`src/rtl/slave_out_pkg.sv`:
```
// Shared definitions for the slave read path.
// Holds the default word/burst/address widths used by the master receive
// port, the slave controller and this transmitter, plus the FSM state type.
package slave_out_pkg;

    localparam int unsigned DEF_DATA_LEN  = 8;
    localparam int unsigned DEF_BURST_LEN = 12;
    localparam int unsigned DEF_ADDR_LEN  = 12;

    typedef enum logic [2:0] {
        ST_IDLE      = 3'd0,
        ST_FETCH     = 3'd1,
        ST_LOAD      = 3'd2,
        ST_HANDSHAKE = 3'd3,
        ST_TRANSMIT  = 3'd4
    } state_t;

endpackage

```
`src/rtl/slave_piso.sv`:
```
// Parallel-in serial-out register for the slave read path.
// Holds the word currently being shifted out (shreg) and the prefetched next
// word (nxt_buf).
//   clk, reset : clock, asynchronous active-low reset
//   load       : shreg <= din
//   shift      : shreg shifts right by one (LSB first out)
//   buf_load   : nxt_buf <= din
//   reload     : shreg <= next word already shifted by one, since its bit 0
//                goes straight to the serial output register upstream
//   din        : parallel data from memory
//   sout       : current LSB of shreg
//   next_lsb   : LSB of the next word (bypassed from din while it is captured)
module slave_piso
    import slave_out_pkg::*;
#(
    parameter int unsigned DATA_LEN = DEF_DATA_LEN
) (
    input  logic                clk,
    input  logic                reset,
    input  logic                load,
    input  logic                shift,
    input  logic                buf_load,
    input  logic                reload,
    input  logic [DATA_LEN-1:0] din,
    output logic                sout,
    output logic                next_lsb
);

    logic [DATA_LEN-1:0] shreg;
    logic [DATA_LEN-1:0] nxt_buf;
    logic [DATA_LEN-1:0] reload_src;

    // With very short words the capture and the word boundary can fall on
    // the same edge; forward memory data directly in that case.
    assign reload_src = buf_load ? din : nxt_buf;
    assign sout       = shreg[0];
    assign next_lsb   = reload_src[0];

    always_ff @(posedge clk or negedge reset) begin
        if (!reset) begin
            shreg   <= '0;
            nxt_buf <= '0;
        end else begin
            if (buf_load)
                nxt_buf <= din;
            if (load)
                shreg <= din;
            else if (reload)
                shreg <= reload_src >> 1;
            else if (shift)
                shreg <= shreg >> 1;
        end
    end

endmodule

```
`src/rtl/slave_out.sv`:
```
// Slave-side serial read transmitter.
// Fetches burst_num+1 words from local memory starting at addr, handshakes
// with the master (slave_valid/master_ready) and then streams every word LSB
// first on tx_data, one bit per clock, with no gaps between words.
//   clk, reset   : clock, asynchronous active-low reset
//   start        : read request pulse (addr, burst_num sampled with it)
//   addr         : base memory address
//   burst_num    : extra words; total words = burst_num+1
//   master_ready : master ready for data (only used for the handshake)
//   mem_rdata    : memory data, valid the cycle after mem_rd_en
//   mem_rd_en    : registered memory read strobe
//   mem_addr     : registered memory read address
//   slave_valid  : high from the handshake request to the last bit
//   tx_data      : serial data to the master
//   tx_done      : high while idle
//   busy         : inverse of tx_done
module slave_out
    import slave_out_pkg::*;
#(
    parameter int unsigned DATA_LEN  = DEF_DATA_LEN,
    parameter int unsigned BURST_LEN = DEF_BURST_LEN,
    parameter int unsigned ADDR_LEN  = DEF_ADDR_LEN
) (
    input  logic                 clk,
    input  logic                 reset,
    input  logic                 start,
    input  logic [ADDR_LEN-1:0]  addr,
    input  logic [BURST_LEN-1:0] burst_num,
    input  logic                 master_ready,
    input  logic [DATA_LEN-1:0]  mem_rdata,
    output logic                 mem_rd_en,
    output logic [ADDR_LEN-1:0]  mem_addr,
    output logic                 slave_valid,
    output logic                 tx_data,
    output logic                 tx_done,
    output logic                 busy
);

    localparam int unsigned BIT_W = (DATA_LEN > 1) ? $clog2(DATA_LEN) : 1;
    localparam int unsigned WC_W  = BURST_LEN + 1;
    localparam logic [BIT_W-1:0] LAST_BIT = BIT_W'(DATA_LEN - 1);
    // Prefetch issued at bit 0 returns data two edges later.
    localparam logic [BIT_W-1:0] CAPT_BIT = BIT_W'(2);

    state_t state, state_next;

    logic [ADDR_LEN-1:0]  addr_cnt;
    logic [BURST_LEN-1:0] burst;
    logic [WC_W-1:0]      word_cnt;
    logic [BIT_W-1:0]     bit_cnt;
    logic                 more_words;

    logic do_start, do_load, do_hs, do_shift;
    logic do_prefetch, do_capture, do_reload, do_finish;
    logic sout, next_lsb;

    assign more_words = word_cnt < {1'b0, burst};
    assign tx_done    = (state == ST_IDLE);
    assign busy       = ~tx_done;

    always_ff @(posedge clk or negedge reset) begin
        if (!reset)
            state <= ST_IDLE;
        else
            state <= state_next;
    end

    always_comb begin
        state_next  = state;
        do_start    = 1'b0;
        do_load     = 1'b0;
        do_hs       = 1'b0;
        do_shift    = 1'b0;
        do_prefetch = 1'b0;
        do_capture  = 1'b0;
        do_reload   = 1'b0;
        do_finish   = 1'b0;
        unique case (state)
            ST_IDLE: begin
                if (start) begin
                    do_start   = 1'b1;
                    state_next = ST_FETCH;
                end
            end
            ST_FETCH: begin
                state_next = ST_LOAD;
            end
            ST_LOAD: begin
                do_load    = 1'b1;
                state_next = ST_HANDSHAKE;
            end
            ST_HANDSHAKE: begin
                if (master_ready && slave_valid) begin
                    do_hs      = 1'b1;
                    state_next = ST_TRANSMIT;
                end
            end
            ST_TRANSMIT: begin
                do_prefetch = (bit_cnt == '0) && more_words;
                do_capture  = (bit_cnt == CAPT_BIT) && more_words;
                if (bit_cnt == LAST_BIT) begin
                    if (more_words) begin
                        do_reload = 1'b1;
                    end else begin
                        do_finish  = 1'b1;
                        state_next = ST_IDLE;
                    end
                end else begin
                    do_shift = 1'b1;
                end
            end
            default: state_next = ST_IDLE;
        endcase
    end

    always_ff @(posedge clk or negedge reset) begin
        if (!reset) begin
            mem_rd_en   <= 1'b0;
            mem_addr    <= '0;
            addr_cnt    <= '0;
            burst       <= '0;
            word_cnt    <= '0;
            bit_cnt     <= '0;
            slave_valid <= 1'b0;
            tx_data     <= 1'b0;
        end else begin
            mem_rd_en <= do_start | do_prefetch;
            if (do_start) begin
                mem_addr <= addr;
                addr_cnt <= addr;
                burst    <= burst_num;
            end
            if (do_prefetch)
                mem_addr <= addr_cnt;
            if (do_load || do_capture)
                addr_cnt <= addr_cnt + ADDR_LEN'(1);
            if (do_load) begin
                word_cnt    <= '0;
                slave_valid <= 1'b1;
            end
            // tx_data is registered from shreg[0]; the register then shifts so
            // its LSB is always the bit for the following cycle.
            if (do_hs) begin
                tx_data <= sout;
                bit_cnt <= '0;
            end
            if (do_shift) begin
                tx_data <= sout;
                bit_cnt <= bit_cnt + BIT_W'(1);
            end
            if (do_reload) begin
                tx_data  <= next_lsb;
                bit_cnt  <= '0;
                word_cnt <= word_cnt + WC_W'(1);
            end
            if (do_finish) begin
                slave_valid <= 1'b0;
                tx_data     <= 1'b0;
            end
        end
    end

    slave_piso #(
        .DATA_LEN(DATA_LEN)
    ) u_piso (
        .clk      (clk),
        .reset    (reset),
        .load     (do_load),
        .shift    (do_hs | do_shift),
        .buf_load (do_capture),
        .reload   (do_reload),
        .din      (mem_rdata),
        .sout     (sout),
        .next_lsb (next_lsb)
    );

endmodule

```
`config.mk`:
```
export PLATFORM = sky130hd
export DESIGN_NAME = slave_out
export DESIGN_NICKNAME = d
export VERILOG_FILES = /design/src/rtl/slave_out_pkg.sv /design/src/rtl/slave_piso.sv /design/src/rtl/slave_out.sv
export SDC_FILE = /design/constraint.sdc
export NUM_CORES = 1
export LEC_CHECK = 0
export ABC_AREA = 0
export CAP_MARGIN = 20
export CORE_MARGIN = 2
export CORE_UTILIZATION = 25
export CTS_CLUSTER_DIAMETER = 50
export CTS_CLUSTER_SIZE = 24
export DETAILED_ROUTE_END_ITERATION = 8
export SLEW_MARGIN = 10
export SYNTH_ARGS = -nofsm -noshare
export SYNTH_HDL_FRONTEND = slang
export SYNTH_SLANG_ARGS = --single-unit
```
`constraint.sdc`:
```
create_clock -name clk -period 2.7 [get_ports clk]
set_input_delay 0.54 -clock clk [delete_from_list [all_inputs] [get_ports clk]]
set_output_delay 0.54 -clock clk [all_outputs]
set_load 0.005 [all_outputs]
```
# Yosys cells after proc, flatten, opt, wreduce, memory -nomap -nowiden
# Index checks and enable logic that the tools add are counted.
# word_totals
regBits,74
in_bits,36
output_inout_bits,17
word_cells,80
# classes
n_addsub,3
order_cmp,1
eq_ne,10
muxes,38
n_bitwise,3
reduce_logical,14
# op_table
op,count
12-bit two-way mux,3
8-bit two-way mux,4
13-bit two-way mux,2
1-bit two-way mux,21
3-bit two-way mux,7
3-bit one-hot mux with 5 select lines,1
"13-bit by 1-bit adder with 13-bit output, second input constant",1
13-bit by 12-bit < comparator with 1-bit output,1
"12-bit by 1-bit adder with 12-bit output, second input constant",1
"3-bit by 2-bit equality test with 1-bit output, second input constant",3
"2-bit inequality test, second input constant",4
2-bit nonzero test,4
"3-bit equality test, second input constant",2
3-bit zero test,2
3-bit nonzero test,2
4-bit AND reduction,1
4-bit nonzero test,1
"3-bit by 1-bit adder with 3-bit output, second input constant",1
"3-bit by 1-bit equality test with 1-bit output, second input constant",1
1-bit logical AND,3
1-bit OR,2
1-bit logical OR,1
1-bit NOT,1

# Logic depth before layout (Yosys ltp)
# Gate-level depths: netlist of the first run.
# logic_depth
ltp_word,7
ltp_mapped,9
mapped_depth_nobuf,9

# Cells and area by module
# From an unflattened synthesis of the first run, not the netlist that was laid out.
# unflattened
hier_cells,413
hier_area_um2,3896.2
# modules_own_cells
module,instances,cells_each,area_each_um2,seq_area_each_um2
slave_out,1,354,3158.0,1451.4
slave_piso,1,59,738.2,400.4

# Worst setup path before layout of the first run
# No wires, ideal clock.
# synth_path
kind,register -> register
from,register word_cnt[9]
to,register addr_cnt[8]
setup_ps,124
arrival_time_ps,2101
required_ps,2576
setup_slack_ps,475
stages_incl_launch_ff,9
n_path_buf,1
period_less_slack_ps,2225
path_cell_list,dfrtp_1 ha_1 nand4b_4 a211oi_2 nand4_2 a31oi_1 buf_2 o31ai_1 a211o_1
# synth_between
elab_chain_len,5
elab_cells_between_ends,6
classes_between,1 x order compare; 2 x mux; 3 x reduce/logical
# synth_lines
item,line,rtl
from (decl),slave_out.sv:49,logic [WC_W-1:0] word_cnt;
from (signal assigned),slave_out.sv:154,word_cnt <= word_cnt + WC_W'(1);
13-bit by 12-bit < comparator with 1-bit output *,slave_out.sv:57,"assign more_words = word_cnt < {1'b0, burst};"
1-bit logical AND *,slave_out.sv:100,do_capture = (bit_cnt == CAPT_BIT) && more_words;
1-bit two-way mux *,slave_out.sv:78,unique case (state)
1-bit logical OR *,slave_out.sv:135,if (do_load || do_capture)
12-bit two-way mux or 2-bit nonzero test (tied branches),-,
to (signal assigned),slave_out.sv:130,addr_cnt <= addr;
to (signal assigned),slave_out.sv:136,addr_cnt <= addr_cnt + ADDR_LEN'(1);
to (decl),slave_out.sv:47,logic [ADDR_LEN-1:0] addr_cnt;
# Every way passes the cells marked *; elsewhere a longest branch is shown, timed or not.
# A chain may end at the register's enable or synchronous reset.

# Final worst setup path of the first run
# layout_path
from,register word_cnt[10]
to,register addr_cnt[2]
# Same word-level chain as after synthesis.

==> results of run 1 <==
[state kept, by name (all words and copies together) (netlist names)]
register,flops
word_cnt,13
addr_cnt,12
burst,12
u_piso.shreg,8
tx_data,1
mem_rd_en,1
bit_cnt,3
u_piso.nxt_buf,8
state,3
mem_addr,12
slave_valid,1
[kinds of logic (layout without fill, tap and decap cells)]
family / after synthesis / count (layout)
and+or+nand+nor: 149 / 149
buffers and inverters: 41 / 104
muxes: 25 / 25
adders and majority gates: 17 / 17
AOI/OAI and AO/OA: 109 / 109
DFF: 74 / 74
[power by group]
group | leakage (nW) | internal [W] | switching (W)
registers | 0.915 | 0.00156 | 0.000304
clock network | 0.152 | 0.000784 | 0.000426
logic | 1.27 | 0.000951 | 0.000989
[cell usage in the layout (no fill, tap or decap), types with 3 or more instances in the layout]
master,n
dfrtp_1,74
nand2_1,60
clkdlybuf4s50_1,51
o21ai_0,30
nor2_1,29
inv_1,23
ha_1,17
a21oi_1,16
mux2i_1,16
and3_1,13
a31oi_1,12
buf_4,11
mux2_2,9
clkbuf_16,9
nor3_1,8
o22ai_1,8
nand4_1,6
nand3_1,6
o31a_1,5
and2_1,4
a211oi_1,4
nor2b_1,4
a22o_1,4
nor3b_1,3
o31ai_1,3
a211o_1,3
a221o_1,3
clkbuf_8,3
[final cells by class]
type	count	area (um2)
multi-input combinational	300	1944
sequential	74	1852
fill	1611	10610
inverter	24	90.09
timing repair buffer	65	638.1
tap	216	270.3
clock inverter	2	35.03
clock buffer	13	270.3
[through the flow]
| stage | utilization | setup slack [ns] | total power [W] | hold slack (ns) | cell area (um2) |
|---|---|---|---|---|---|
| 4_1_cts | 0.3246 | 0.1927 | 0.005063 | 0.2708 | 5100 |
| 3_3_place_gp | 0.3051 | 0.2981 | 0.003763 | 0.4816 | 4795 |
| 6_report | 0.3246 | 0.1946 | 0.005012 | 0.2544 | 5100 |
| 5_1_grt | 0.3246 | 0.03510 | 0.005401 | 0.3033 | 5100 |
| 3_5_place_dp | 0.3051 | 0.2061 | 0.003825 | 0.4925 | 4795 |
| 2_1_floorplan | - | 0.4753 | 0.003076 | 0.2444 | 3965 |
[cells in the mapped netlist (all sizes together), types with 9 or more instances]
master   n
inv     24
nor2    30
nand2   61
dfrtp   74
mux2i   16
clkbuf  10
a21oi   16
o21ai   33
nor3     9
mux2     9
and3    13
ha      17
a31oi   12
[worst reg2reg max path: stages, from the launching register on]
cell and delay, ns:
dfrtp_1 0.41, ha_1 0.36, nand4b_4 0.13, a211oi_2 0.26, nand4_2 0.29, a31o_2 0.39
a32o_1 0.29, a221o_1 0.26
[path summary, 6_finish.rpt]
kind,start,end,slack [ns],depth (start not counted)
min,reset,addr_cnt[5],0.25,1
max,word_cnt[10],addr_cnt[2],0.19,7
min in group clk,word_cnt[11],word_cnt[11],0.51,1
max reg2reg,word_cnt[10],addr_cnt[2],0.19,7
min reg2reg,word_cnt[11],word_cnt[11],0.51,1
max in group asynchronous,reset,word_cnt[5],1.75,2
[layer usage]
layer	vias to the layer above	part of all wire	GRT usage
li1	1622	-	-
met1	1578	0.47	0.1573
met2	76	0.47	0.1900
met3	9	0.047	0.02542
met4	0	0.014	0.04807
met5	-	0	0
==> reports/metrics.csv, run 1 <==
stage,metric,value,unit
synthesis,Compound-Gate Fraction of Synth Area,0.1824,
floorplan,I/O Pins,53,
synthesis,Yosys cell types,60,
setup_path,CP arrival,2.71,ns
setup_path,WS Path Type,register to register,
setup_path,Max stage delay on crit path,0.41,ns
run,Max-Cap Viols,0,
sta,final hold violations,0,
synthesis,average size of a mapped cell,9.554,um2
synthesis,largest family of logic cells by synthesized area,simple AND/OR/NAND/NOR gates,
sta,Layout Skew,0.007028,ns
power_and_ir_drop,static leakage,2.335,nW
placed_design,routability cong.,0.8775,
synthesis,Post-Synth Adder-Cell Area,0.05364,
cts,worst skew pair latency,0.33,ns
setup_path,CP Buf/Inv Count,0,
cts,CTS tree,yes,
synthesis,Post-Synthesis Cells,415,
cts,"CTS clk-pin slew, worst paths",0.06,ns
grt,largest net degree at the start of global routing,33,
drt,vias per std cell,4.733,
setup_path,Critical Path RT,2.90,ns
sta,"Period Utilization, post-route",0.9279,
drt,DR DRC count,0,
grt,vias in the first global route,3220,
drt,ANT nets after route,0,
synthesis,synthesized area,0.003965,mm2
power_and_ir_drop,pwr/cell area,982.7,mW/mm2
floorplan,core box area,0.01571,mm2
final_layout,Layout area overhead,28.62,%
placed_design,placed cell count,679,
power_and_ir_drop,worst vdd ir,366.9,uV
synthesis,syn_nets,468,
grt,total gr overflow,0,
cts,# Post-CTS Setup Buffers,0,
synthesis,Async SR Flop Fraction,1.000,
drt,drt initial violations,254,
drt,via count,3285,
sta,RSZ-0062 raised after global routing,no,
cts,Longest Clk Path Bufs,2,
drt,per-cell routed wire length,13.88,um
placed_design,DP HPWL,7.103,mm
cts,TritonCTS Sinks,74,
synthesis,ys flop type,dfrtp_1,
cts,post-cts sizing count,0,
final_layout,antenna diode count,0,
synthesis,"EDFF count, synth",0,
sta,relative slew slack,0.5457,
floorplan,die height,129.9,um
setup_path,CP Capture Type,register,
grt,initial antenna violation count,0,
synthesis,Simple-Gate Fraction of Synth Area,0.1884,
cts,TritonCTS Buffers,9,
final_layout,nets,527,
sta,min cycle time layout,2.505,ns
setup_path,CP top delay family,compound AO/OA/AOI/OAI gates,
setup_path,maximum fanout along the worst path,13,
floorplan,Die ar.,0.01688,mm2
final_layout,Finished Layout Cells,694,
synthesis,"FF+latch count, synth",74,
drt,drt pass-1 iters,4,
synthesis,dominant cell type by area after synthesis,dfrtp_1,
run_status,status,completed,
cts,Clock Tree Root,clkbuf_16,
sta,FMAX,0.3991,GHz
grt,gr usage total,0.1190,
sta,Setup Viol. Count Final,0,
cts,Max H-tree Level,3,
synthesis,Ys Warns,0,
floorplan,Initial Util,0.2523,
drt,final WL,9.630,mm
setup_path,Crit-path slowest cell,dfrtp_1,
synthesis,post-synth top area share,0.4670,
grt,first-pass GRT wire length,15.96,mm
synthesis,mux contribution to synthesized area,0.06595,
sta,worst slew pin tran,0.6814,ns
sta,TNS Setup,0,ns
final_layout,layout cells sized above 1,0.1046,
synthesis,"Seq/Total Area, Yosys",0.4670,
floorplan,# rows,46,
synthesis,Synth area leaders,"dfrtp_1 47%, nand2_1 5.7%, ha_1 5.4%, mux2i_1 4.0%, o21ai_0 3.8%",
cts,hold-fix buffers at CTS,0,
setup_path,worst-path cell chain,ha_1 -> nand4b_4 -> a211oi_2 -> nand4_2 -> a31o_2 -> a32o_1 -> a221o_1,
hold_path,worst hold-check path type,input port to asynchronous set/reset pin,
setup_path,Worst Setup Start Kind,register,
placed_design,Port Buf Inserts,52,
synthesis,Post-Synth XOR/XNOR Area,0,
sta,final slew viol count,0,
floorplan,die width,129.9,um
No activity file was read; power rests on OpenSTA's default activity.
==> inputs of run 2 (changes only) <==
- CTS_CLUSTER_SIZE: 24 -> not set
- SYNTH_HIERARCHICAL: not set -> 1
==> run 2 against run 1 <==
Effect of this change: wire length decreased by 4.7%; flip-flop and latch count unchanged; hold slack got worse by 0.036 ns; combinational power decreased by 10%; maximum frequency increased by 1.1%; via count decreased by 1.9%; core utilization increased by 0.078 points; sequential share of layout area increased by 1.1 points; die area decreased by 1.7%; final area decreased by 3.0%; non-clock buffer count decreased by 2; clock skew about the same.
==> reports/metrics.csv, run 2 <==
stage,metric,value,unit
sta,FMAX,0.4034,GHz
synthesis,Post-Synthesis Cells,413,
final_layout,most frequent cells in the layout,"74 x dfrtp_1, 68 x nand2_1, 51 x clkdlybuf4s50_1, 38 x inv_1, 38 x o21ai_0",
run_status,status,completed,
sta,"Period Utilization, post-route",0.9182,
grt,total gr overflow,0,
grt,first-pass GRT wire length,15.39,mm
synthesis,"EDFF count, synth",0,
drt,per-cell routed wire length,13.86,um
cts,Longest Clk Path Bufs,2,
sta,TNS Setup,0,ns
setup_path,Worst Setup Start Kind,register,
synthesis,leading post-synthesis cells by instance count,"74 x dfrtp_1, 68 x nand2_1, 38 x inv_1, 38 x o21ai_0, 37 x nor2_1",
cts,# Post-CTS Setup Buffers,0,
floorplan,die height,128.8,um
drt,final WL,9.177,mm
floorplan,die width,128.8,um
floorplan,Die ar.,0.01660,mm2
floorplan,core box area,0.01520,mm2
grt,global routing usage on met3,0.03202,
synthesis,Yosys cell types,50,
synthesis,post-synth top area share,0.4753,
final_layout,max reg flops,13,
drt,DR DRC count,0,
setup_path,Critical R2R Capture,addr_cnt[7],
final_layout,nets,522,
setup_path,r2r worst-path depth,9,
cts,TritonCTS Sinks,74,
synthesis,Compound-Gate Fraction of Synth Area,0.1683,
synthesis,Post-Synth XOR/XNOR Area,0.004496,
final_layout,Layout area overhead,26.94,%
power_and_ir_drop,worst vdd ir,304.2,uV
synthesis,syn_nets,466,
sta,final slew viol count,0,
power_and_ir_drop,pwr/cell area,999.6,mW/mm2
synthesis,Simple-Gate Fraction of Synth Area,0.1802,
grt,gr busiest metal,met2,
cts,"CTS clk-pin slew, worst paths",0.05,ns
run,Max-Cap Viols,0,
sta,min cycle time layout,2.479,ns
drt,drt initial violations,257,
cts,CTS tree,yes,
grt,M2 GR Usage,0.1961,
grt,met1 GRT Util,0.1456,
hold_path,worst hold-check path type,input port to asynchronous set/reset pin,
synthesis,cell with the most instances after synthesis,dfrtp_1,
grt,gr usage total,0.1168,
sta,Final Worst Setup Slack,0.2208,ns
drt,drt pass-1 iters,5,
synthesis,synthesized area,0.003896,mm2
placed_design,Port Buf Inserts,52,
synthesis,"Seq/Total Area, Yosys",0.4753,
sta,RSZ-0062 raised after global routing,no,
cts,worst skew pair latency,0.34,ns
synthesis,Ys Warns,6,
cts,TritonCTS Buffers,9,
synthesis,largest family of logic cells by synthesized area,simple AND/OR/NAND/NOR gates,
floorplan,# rows,45,
grt,largest net degree at the start of global routing,75,
synthesis,Post-Synth Adder-Cell Area,0.05459,
synthesis,mux contribution to synthesized area,0.04143,
setup_path,CP arrival,2.70,ns
grt,vias in the first global route,3223,
sta,relative slew slack,0.5830,
synthesis,ys flop type,dfrtp_1,
sta,final hold violations,0,
grt,initial antenna violation count,0,
final_layout,antenna diode count,0,
cts,Clock Tree Root,clkbuf_16,
synthesis,dominant cell type by area after synthesis,dfrtp_1,
drt,ANT nets after route,0,
floorplan,Initial Util,0.2563,
cts,Max H-tree Level,3,
setup_path,Reg2Reg Setup Slack,0.22,ns
setup_path,CP Capture Type,register,
final_layout,"most common cell after layout, fill and taps aside",dfrtp_1,
power_and_ir_drop,static leakage,2.218,nW
setup_path,Critical Path RT,2.92,ns
floorplan,I/O Pins,53,
setup_path,WS Path Type,register to register,
synthesis,Synth area leaders,"dfrtp_1 48%, nand2_1 6.6%, ha_1 5.5%, o21ai_0 4.9%, mux2i_1 3.9%",
placed_design,pre-CTS WS,0.1393,ns
sta,worst slew pin tran,0.6240,ns
placed_design,routability cong.,0.7969,
drt,vias per std cell,4.870,
placed_design,DP HPWL,6.437,mm
setup_path,maximum fanout along the worst path,8,
final_layout,Biggest register,word_cnt,
sta,Setup Viol. Count Final,0,
synthesis,"FF+latch count, synth",74,
setup_path,worst r2r src,word_cnt[11],
sta,Layout Skew,0.006688,ns
synthesis,average size of a mapped cell,9.434,um2
final_layout,layout cells sized above 1,0.09283,
drt,via count,3224,
synthesis,Async SR Flop Fraction,1.000,
## run 2: changes by cell type in the layout (fill, tap and decap cells not counted), sizes merged, moves of 4 or more
cell,before,now
o31a,5,0
inv,24,38
a22o,4,0
nand3,6,10
and3,13,7
mux2,9,1
nor2,30,38
nand2,61,68
o22ai,8,1
a222oi,0,7
o21ai,33,40
## run 2: worst max-delay path by stage
stage	to	slack, ns	startpoint	cells after the start
floorplan	tx_data	0.23	word_cnt[10]	11
global placement	tx_data	0.22	word_cnt[10]	9
detailed placement	u_piso/shreg[0]	0.14	word_cnt[6]	10
CTS	u_piso/shreg[0]	0.12	word_cnt[6]	10
global route	addr_cnt[7]	0.03	word_cnt[9]	9
finish	addr_cnt[7]	0.22	word_cnt[11]	9
## run 2: critical path, cell delays in order, from the launching register on
cell and delay (ns):
dfrtp_1 0.40, ha_1 0.37, nand4b_4 0.12, a211oi_2 0.20
nand4_1 0.18, and2_1 0.23, buf_4 0.17, o21ai_2 0.35
a21oi_1 0.08, o221a_2 0.25
## run 2: cell type report
cell class | instances | area [um2]
multi-input cells | 282 | 1754
inverters | 39 | 146.4
clock buffers | 11 | 232.7
well taps | 188 | 235.2
flip-flops and latches | 74 | 1852
fillers | 1552 | 10260
repair buffers | 63 | 623.1
clock inverters | 5 | 102.6
## run 2: metrics by stage
stage	util	cell area [um2]	std cells	power, W	hold slack (ns)
after floorplan	-	3896	413	0.003049	0.2444
after global placement	0.3030	4606	646	0.003540	0.4585
after detailed placement	0.3030	4606	646	0.003610	0.4643
after CTS	0.3250	4941	662	0.005009	0.2515
after global routing	0.3254	4946	662	0.005326	0.2783
final	0.3254	4946	662	0.004944	0.2186
## run 2: routing by layer
metal | vias to the layer above | part of all wire
met1 | 1576 | 0.47
met4 | 0 | 0.0089
met3 | 10 | 0.040
met2 | 84 | 0.48
met5 | - | 0
li1 | 1554 | -
## run 2: what timing repair did
item	CTS	global route
endpoints found under the hold margin	0	0
resized for setup	0	1
setup endpoints to repair	0	7
hold buffers	0	0
## run 2: logic make-up after synthesis
kind of cell | count (synthesis)
adder cells (fa/ha/maj) | 17
AO/OA/AOI/OAI | 97
multiplexers | 16
AND/OR/NAND/NOR | 150
XOR/XNOR | 2
buffers and inverters | 57
flip-flops | 74
## run 2: power by group
| group | total, W | switching (W) | internal [W] |
|---|---|---|---|
| registers | 0.00184 | 0.000301 | 0.00154 |
| logic | 0.00174 | 0.000917 | 0.000821 |
| clock network | 0.00137 | 0.000465 | 0.000902 |
| total | 0.00494 | 0.00168 | 0.00326 |
==> inputs of run 3 (changes only) <==
- SKIP_CTS_REPAIR_TIMING: not set -> 1
- clock period: 2.7 -> 2.2 ns (I/O delays scaled with it)
==> run 3 against run 2 <==
Effect of this change: the flow now finishes with violations (negative setup slack); final area up 11%; setup slack got worse by 0.26 ns; sequential power is 21% higher; final cell count up 6.3%; flip-flop and latch count is the same; non-clock buffer count is 42 higher; power grew 34%; via count is 4.3% higher; largest power group is now combinational logic; combinational power rose by 57%; register-to-register slack got worse by 0.26 ns; hold slack lost 0.21 ns.
==> reports/metrics.csv, run 3 (synthesis results as in run 2) <==
stage,metric,value,unit
run_status,status,"complete, but fails checks",
run_status,failing checks,negative setup slack,
sta,RSZ-0062 raised after global routing,yes,
setup_path,maximum fanout along the worst path,7,
hold_path,worst hold-check path type,input port to asynchronous set/reset pin,
setup_path,CP endpoint,u_piso/shreg[0],
grt,vias in the first global route,3254,
drt,via count,3363,
floorplan,I/O Pins,53,
grt,gr usage total,0.1187,
grt,total gr overflow,0,
floorplan,core box area,0.01520,mm2
setup_path,Reg2Reg Setup Slack,-0.04,ns
sta,Layout Skew,0.008932,ns
setup_path,worst r2r src,burst[10],
sta,Final Worst Setup Slack,-0.03738,ns
drt,DR DRC count,0,
final_layout,layout cells sized above 1,0.2267,
setup_path,launch point of the worst path,burst[10],
power_and_ir_drop,"Power, Total",0.006613,W
placed_design,placed cell count,679,
sta,min cycle time layout,2.237,ns
setup_path,Critical Path RT,2.42,ns
drt,ANT nets after route,0,
cts,Longest Clk Path Bufs,2,
sta,final hold violations,0,
setup_path,Worst Setup Start Kind,register,
placed_design,routability cong.,0.7847,
final_layout,Layout area overhead,41.10,%
sta,FMAX,0.4470,GHz
drt,per-cell routed wire length,13.46,um
sta,final slew viol count,0,
final_layout,final instance area,0.005498,mm2
setup_path,WS Path Type,register to register,
setup_path,CP Capture Type,register,
final_layout,Finished Layout Cells,704,
floorplan,# rows,45,
drt,drt pass-1 iters,5,
final_layout,max reg flops,13,
placed_design,Placement Cell Area,0.004928,mm2
grt,M2 GR Usage,0.1979,
setup_path,r2r worst-path depth,10,
sta,relative slew slack,0.7222,
floorplan,die width,128.8,um
cts,"CTS clk-pin slew, worst paths",0.06,ns
grt,gr busiest metal,met2,
power_and_ir_drop,pwr/cell area,1203,mW/mm2
setup_path,Critical R2R Capture,u_piso/shreg[0],
final_layout,most frequent cells in the layout,"74 x dfrtp_1, 67 x nand2_1, 50 x clkdlybuf4s50_1, 45 x buf_4, 37 x nor2_1",
final_layout,"most common cell after layout, fill and taps aside",dfrtp_1,
placed_design,Port Buf Inserts,52,
floorplan,Initial Util,0.2563,
final_layout,Multi-input gate area,0.001937,mm2
cts,Clock Tree Root,clkbuf_16,
final_layout,nets,564,
sta,"Period Utilization, post-route",1.017,
setup_path,CP arrival,2.46,ns
sta,Setup Viol. Count Final,8,
final_layout,Reg area,0.001852,mm2
floorplan,die height,128.8,um
final_layout,Biggest register,word_cnt,
final_layout,post-layout util,0.3616,
power_and_ir_drop,worst vdd ir,449.8,uV
final_layout,antenna diode count,0,
cts,TritonCTS Buffers,9,
grt,largest net degree at the start of global routing,50,
cts,worst skew pair latency,0.34,ns
grt,first-pass GRT wire length,15.60,mm
placed_design,DP HPWL,6.806,mm
run,Max-Cap Viols,0,
drt,drt initial violations,197,
floorplan,Die ar.,0.01660,mm2
grt,global routing usage on met3,0.03160,
power_and_ir_drop,static leakage,2.469,nW
drt,final WL,9.475,mm
sta,worst slew pin tran,0.4135,ns
grt,initial antenna violation count,0,
final_layout,FILL cells,1528,
drt,vias per std cell,4.777,
cts,TritonCTS Sinks,74,
cts,CTS tree,yes,
grt,met1 GRT Util,0.1482,
cts,Max H-tree Level,3,
-- run 3: final cells by class --
cell class                      instances  share of cell area
Sequential cell                        74              0.3368
Inverter                               39             0.02731
Multi-Input combinational cell        282              0.3523
Clock inverter                          4             0.01320
Tap cell                              188             0.04279
Clock buffer                           12             0.04848
Timing Repair Buffer                  105              0.1791
-- run 3: worst min-delay path by stage --
stage | from | cells after the start | to
2_1_floorplan | reset | 0 | addr_cnt[0]
3_3_place_gp | reset | 1 | mem_addr[0]
3_5_place_dp | reset | 1 | mem_addr[0]
4_1_cts | reset | 1 | addr_cnt[8]
5_1_grt | reset | 1 | addr_cnt[5]
6_report | reset | 1 | mem_addr[8]
-- run 3: routing by layer --
| layer | vias to the layer above | part of all wire | wire (um) |
|---|---|---|---|
| met5 | - | 0 | 0 |
| met4 | 0 | 0.016 | 156 |
| met3 | 15 | 0.049 | 461 |
| met2 | 79 | 0.47 | 4497 |
| met1 | 1631 | 0.46 | 4360 |
| li1 | 1638 | - | - |
-- run 3: where the power goes --
group	total (W)	switching (W)	internal [W]
Sequential	0.00223	0.000336	0.00189
Clock	0.00164	0.000561	0.00108
Combinational	0.00274	0.00134	0.00141
-- run 3: critical path: stages (launching register included) --
cell and delay (ns):
dfrtp_1 0.38, inv_2 0.09, ha_4 0.22, a21o_2 0.19
a211oi_2 0.25, and2_4 0.20, nand4_1 0.13, inv_2 0.13
buf_8 0.14, mux2i_2 0.08, a222oi_1 0.32
-- run 3: metrics by stage --
stage          hold WS (ns)  TNS (ns)  setup slack, ns
4_1_cts            0.009290    -4.971          -0.2987
2_1_floorplan        0.1444   -0.1237          -0.1237
5_1_grt             0.02456    -2.478          -0.1823
6_report           0.006196   -0.1708         -0.03738
3_3_place_gp         0.3716    -3.029          -0.2179
3_5_place_dp         0.3720    -4.460          -0.2840
